$ cat config.mk
export PLATFORM = sky130hd
export DESIGN_NAME = reg_file_param
export DESIGN_NICKNAME = d
export VERILOG_FILES = /design/src/rtl/reg_file_param.sv
export SDC_FILE = /design/constraint.sdc
export NUM_CORES = 1
export LEC_CHECK = 0
export CAP_MARGIN = 20
export CORE_UTILIZATION = 45
export DETAILED_ROUTE_END_ITERATION = 7
export PLACE_DENSITY_LB_ADDON = 0.15
export SLEW_MARGIN = 30
export SYNTH_ARGS = -nofsm -noshare
export SYNTH_HDL_FRONTEND = slang
export SYNTH_SLANG_ARGS = --single-unit
$ cat constraint.sdc
create_clock -name clk -period 2.1 [get_ports clk]
set_clock_uncertainty 0.05 [all_clocks]
set_input_delay 0.42 -clock clk [delete_from_list [all_inputs] [get_ports clk]]
set_output_delay 0.42 -clock clk [all_outputs]
set_load 0.1 [all_outputs]
$ cat src/rtl/reg_file_param.sv
// -----------------------------------------------------------------------------
// reg_file_param
//   DEPTH x DW register file for the core datapath: two combinational read
//   ports, one clocked write port, a separately enabled NF-bit ALU flag
//   register, an optional hard-wired zero entry 0, and a clear sequencer
//   that zeroes one entry per cycle after reset.
//
// Parameters
//   DW       data width of each entry
//   AW       address width, DEPTH = 2**AW
//   NF       flag width (bit0 zero, bit1 negative, bit2 shift-carry)
//   R0_ZERO  1: entry 0 reads 0 and ignores writes; 0: normal storage
//
// Build option
//   REGF_BYPASS_EN  when defined, a RUN-state write is forwarded to any read
//                   port addressing the same entry in the same cycle.
//                   When undefined, reads show the old contents until the
//                   posedge.
//
// Ports
//   clk       in   clock, all state updates on posedge
//   reset     in   synchronous active-high reset, highest priority
//   wr_en     in   write enable
//   wr_addr   in   write address (AW)
//   dat_in    in   write data (DW)
//   flg_we    in   flag register write enable, independent of wr_en
//   flg_in    in   flag values from the ALU (NF)
//   rd_addrA  in   read address, port A (AW)
//   rd_addrB  in   read address, port B (AW)
//   datA_out  out  read data, port A, combinational (DW)
//   datB_out  out  read data, port B, combinational (DW)
//   flg_out   out  stored flags (NF)
//   busy      out  high while the clear sequencer runs (state == CLEAR)
//
// Handshake: there is none beyond busy. While busy is high every write and
// flag update is dropped (not queued) and both read ports return 0; once busy
// falls every input is honoured on the cycle it is presented.
// -----------------------------------------------------------------------------
module reg_file_param #(
    parameter int DW      = 8,
    parameter int AW      = 3,
    parameter int NF      = 3,
    parameter int R0_ZERO = 0
) (
    input  logic          clk,
    input  logic          reset,
    input  logic          wr_en,
    input  logic [AW-1:0] wr_addr,
    input  logic [DW-1:0] dat_in,
    input  logic          flg_we,
    input  logic [NF-1:0] flg_in,
    input  logic [AW-1:0] rd_addrA,
    input  logic [AW-1:0] rd_addrB,
    output logic [DW-1:0] datA_out,
    output logic [DW-1:0] datB_out,
    output logic [NF-1:0] flg_out,
    output logic          busy
);

    localparam int DEPTH = 2 ** AW;

    typedef enum logic {
        ST_CLEAR = 1'b0,
        ST_RUN   = 1'b1
    } state_e;

    state_e        state_q, state_d;
    logic [AW-1:0] clr_ptr_q, clr_ptr_d;
    logic [NF-1:0] flg_q, flg_d;
    logic [DW-1:0] core_q [DEPTH];

    logic run;
    logic wr_fire;

    assign run = (state_q == ST_RUN);

    // A write only takes effect in RUN, and never to entry 0 when it is
    // hard-wired to zero. The same qualifier gates forwarding, so a
    // discarded write can never be seen on a read port.
    assign wr_fire = run && wr_en && !((R0_ZERO != 0) && (wr_addr == '0));

    // ---------------------------------------------------------------------
    // State, clear pointer and flag registers
    // ---------------------------------------------------------------------
    always_ff @(posedge clk) begin
        if (reset) begin
            state_q   <= ST_CLEAR;
            clr_ptr_q <= '0;
            flg_q     <= '0;
        end else begin
            state_q   <= state_d;
            clr_ptr_q <= clr_ptr_d;
            flg_q     <= flg_d;
        end
    end

    // Next-state logic. The pointer holds at DEPTH-1 when leaving CLEAR so
    // it never wraps; the next reset returns it to 0.
    always_comb begin
        state_d   = state_q;
        clr_ptr_d = clr_ptr_q;
        flg_d     = flg_q;
        case (state_q)
            ST_CLEAR: begin
                if (clr_ptr_q == AW'(DEPTH - 1)) begin
                    state_d = ST_RUN;
                end else begin
                    clr_ptr_d = clr_ptr_q + AW'(1);
                end
            end
            ST_RUN: begin
                if (flg_we) begin
                    flg_d = flg_in;
                end
            end
            default: begin
                state_d = ST_CLEAR;
            end
        endcase
    end

    // ---------------------------------------------------------------------
    // Storage array. Not reset directly: the clear sequencer zeroes it one
    // entry per cycle, and reads are forced to 0 until it finishes, so the
    // undefined power-up contents are never observable.
    // ---------------------------------------------------------------------
    always_ff @(posedge clk) begin
        if (!reset) begin
            if (state_q == ST_CLEAR) begin
                core_q[clr_ptr_q] <= '0;
            end else if (wr_fire) begin
                core_q[wr_addr] <= dat_in;
            end
        end
    end

    // ---------------------------------------------------------------------
    // Read ports
    // ---------------------------------------------------------------------
    always_comb begin
        datA_out = '0;
        if (run && !((R0_ZERO != 0) && (rd_addrA == '0))) begin
            datA_out = core_q[rd_addrA];
`ifdef REGF_BYPASS_EN
            if (wr_fire && (rd_addrA == wr_addr)) begin
                datA_out = dat_in;
            end
`else
`endif
        end
    end

    always_comb begin
        datB_out = '0;
        if (run && !((R0_ZERO != 0) && (rd_addrB == '0))) begin
            datB_out = core_q[rd_addrB];
`ifdef REGF_BYPASS_EN
            if (wr_fire && (rd_addrB == wr_addr)) begin
                datB_out = dat_in;
            end
`else
`endif
        end
    end

    assign flg_out = flg_q;
    assign busy    = (state_q == ST_CLEAR);

endmodule
==> impl_metrics.yaml <==
final_layout:
  areaGrowthSynthToFinish_pct: 36.1
  fillers: 580
  seq_area_um2: 2060
  multiInputGateArea_um2: 1540
  design_area_um2: 4840
  nets: 296
  diodes: 0
  layout-drive-gt1-share: 0.469
global_routing:
  antenna_found_initial: 0
  grt_first_pass_wirelength_mm: 11.5
  track_usage: 0.192
  grt_pass1_vias: 2198
  grt_overflow: 0
  grt_max_degree: 18
job:
  cap_viol_max_count: 0
cts:
  holdBufCountCts: 0
  htreeDepth: 3
  post-cts-setup-buffers: 0
  cts_num_sinks: 71
  clk_latency_ns: 0.33
  cts_tree: "built"
  cts-buffers-inserted: 9
  cts.clk_slew.worst_paths_ns: 0.07
  cts_buffer_depth: 2
  root_buffer: "clkbuf_8"
route:
  drtIter0Drc: 90
  drc: 0
  wire_per_inst_um: 19.2
  via_per_inst: 5.46
  wl_mm: 7.25
  via_count: 2058
  postRouteAntennaNets: 0
  dr.pass1.iters: 4
logic_synthesis:
  netlist_top_cells_area: "edfxtp_1 (54%), mux4_1 (20%), mux2i_1 (5.6%), dfxtp_1 (3.9%), mux4_2 (3.2%)"
  syn_nets: 234
  yosys_warnings: 0
  avgSynthCellArea_um2: 17.1
  synth.top_cell.area_share: 0.540
  netlist_instances: 208
  yosysUniqueCellTypes: 24
  yosysTopAreaCell: "edfxtp_1"
  yosysSeqAreaShare: 0.580
  synth-seq-cells: 71
  synthesis.area_um2: 3560
place:
  place_hpwl_mm: 4.71
  gp_congestion: 0.736
  dpl_cell_area_um2: 4490
  portBuffers: 43
worst_hold_path:
  min_path_cells: 2
  min_to: "flg_out[2]"
  hold_class: "flop to flop"
  worstHoldStart: "flg_out[2]"
timing:
  layout_setup_ws_ns: -0.0689
  fmax_mhz: 461
  setup_violations: 13
  period_needed_ns: 2.17
  holdWs_ns: 0.408
  worst_pin_slew_ns: 0.601
  finalHoldViolations: 0
  max_slew_margin: 0.599
  finalCritPeriodShare: 1.03
  slew_violations: 0
  rsz0062_at_grt: "yes"
setup_path:
  timing.rr.end: "core_q[7][3]"
  crit_cells: 5
  rr_startpoint: "run"
  startpoint_type: "flop"
  cpPeakStageDelay_ns: 0.47
  ff2ff_path_depth: 5
  rrSetupSlack_ns: 0.20
  crit_path_max_fanout: 2
  critPathKind: "flop to primary output"
  critPathSlowestCell: "mux4_2"
  crit_family: "multiplexers"
  crit_arrival_ns: 1.70
  crit_path_end_kind: "primary output"
  worstPathCellList: "mux4_2, mux2i_1, buf_4, nor2_4, buf_12"
  worstPathRequired_ns: 1.63
  crit_buf_inv: 2
  startpoint: "core_q[4][4]"
power:
  leakage_nw: 1.56
  power.density_nw_per_um2: 643
  vdd.ir_drop.worst_mv: 0.418
floorplan:
  dieArea_um2: 8260
  start_util: 0.463
  core_area_um2: 7690
  dieWidth_um: 90.9
  die_y_um: 90.9
  ios: 44
  rows: 32
outcome:
  status: "complete, but fails checks"
  violations: "negative setup slack"
layer usage:
layer	share of wire	track usage	vias up
met5	0	0	-
met4	0.027	0.0886	0
met3	0.049	0.0269	19
met2	0.55	0.338	69
met1	0.37	0.235	1020
li1	-	-	950
area by class of cell:
type / instances / area share
Clock buffer: 12 / 0.0321
Timing Repair Buffer: 66 / 0.187
Inverter: 1 / 0.000776
Multi-Input combinational cell: 121 / 0.319
Tap cell: 102 / 0.0264
Sequential cell: 71 / 0.426
Clock inverter: 4 / 0.00905
cell usage in the layout, fill, tap and decap left out:
cell type,n
a21o_1,1
a21oi_1,5
and2_1,8
and3b_1,2
buf_12,22
buf_16,3
buf_4,17
buf_6,1
buf_8,2
bufinv_16,1
clkbuf_1,1
clkbuf_8,11
clkdlybuf4s15_2,2
clkdlybuf4s50_1,19
clkinv_1,2
clkinv_2,2
dfxtp_1,7
edfxtp_1,64
ha_1,2
mux2i_1,6
mux2i_2,5
mux2i_4,9
mux4_2,32
nand2_1,8
nand2b_1,1
nand3_1,4
nor2_1,6
nor2_2,5
nor2_4,17
nor2b_1,6
o21ai_0,2
o21bai_1,1
xnor2_1,1
worst min-delay path, cell delays in order, from the launching register on:
cell	delay, ns
dfxtp_1	0.31
nand2_1	0.05
a21oi_1	0.05
power breakdown:
group | total (W) | internal [W] | switching (W)
Combinational | 0.000444 | 0.000240 | 0.000204
Sequential | 0.00161 | 0.00158 | 0.0000293
Clock | 0.00106 | 0.000606 | 0.000452
Total | 0.00311 | 0.00242 | 0.000686
synth_stat cells, drive strengths merged:
master / number
mux4: 32
edfxtp: 64
buf: 11
nand2: 8
and3b: 2
clkinv: 1
o21bai: 1
mux2i: 20
ha: 2
dfxtp: 7
xnor2: 1
o21ai: 2
a21oi: 5
nor2b: 6
nand2b: 1
a21o: 1
nor2: 28
clkbuf: 4
nand3: 4
and2: 8
cell families (layout without fill, tap and decap cells):
logic type / count (synthesis) / in the layout / share of synthesized area
DFF: 71 / 71 / 0.580
muxes: 52 / 52 / 0.287
buffers and inverters: 16 / 83 / 0.0341
adders and majority gates: 2 / 2 / 0.00704
xor gates and xnor gates: 1 / 1 / 0.00246
and+or+nand+nor: 57 / 57 / 0.0750
AOI/OAI and AO/OA: 9 / 9 / 0.0141
registers in the layout, summed over array words and instances, names as in the netlist:
register	flops
flg_out	3
run	1
clr_ptr_q	3
core_q	64
timing repair:
item	CTS	global route
gates resized for setup	71	10
cloned	3	0
pin swaps	9	7
hold endpoints to repair	0	0
endpoints found under the setup margin	56	40
how the worst max path moves through the flow:
stage | to | slack [ns]
global placement | datA_out[4] | -0.59
detailed placement | datB_out[4] | -0.55
floorplan | datA_out[0] | -0.21
finish | datB_out[4] | -0.07
global route | datB_out[4] | -0.13
CTS | core_q[5][1] | -0.12
per-stage QoR:
stage / TNS [ns] / setup slack (ns) / util / instances / power [W]
floorplan: -1.92 / -0.213 / - / 208 / 0.00186
global placement: -34.09 / -0.585 / 0.584 / 358 / 0.00198
detailed placement: -33.13 / -0.551 / 0.585 / 358 / 0.00199
CTS: -2.25 / -0.119 / 0.622 / 377 / 0.00310
global route: -1.19 / -0.132 / 0.630 / 377 / 0.00321
finish: -0.307 / -0.0689 / 0.630 / 377 / 0.00311
(Power assumes the default switching activity.)
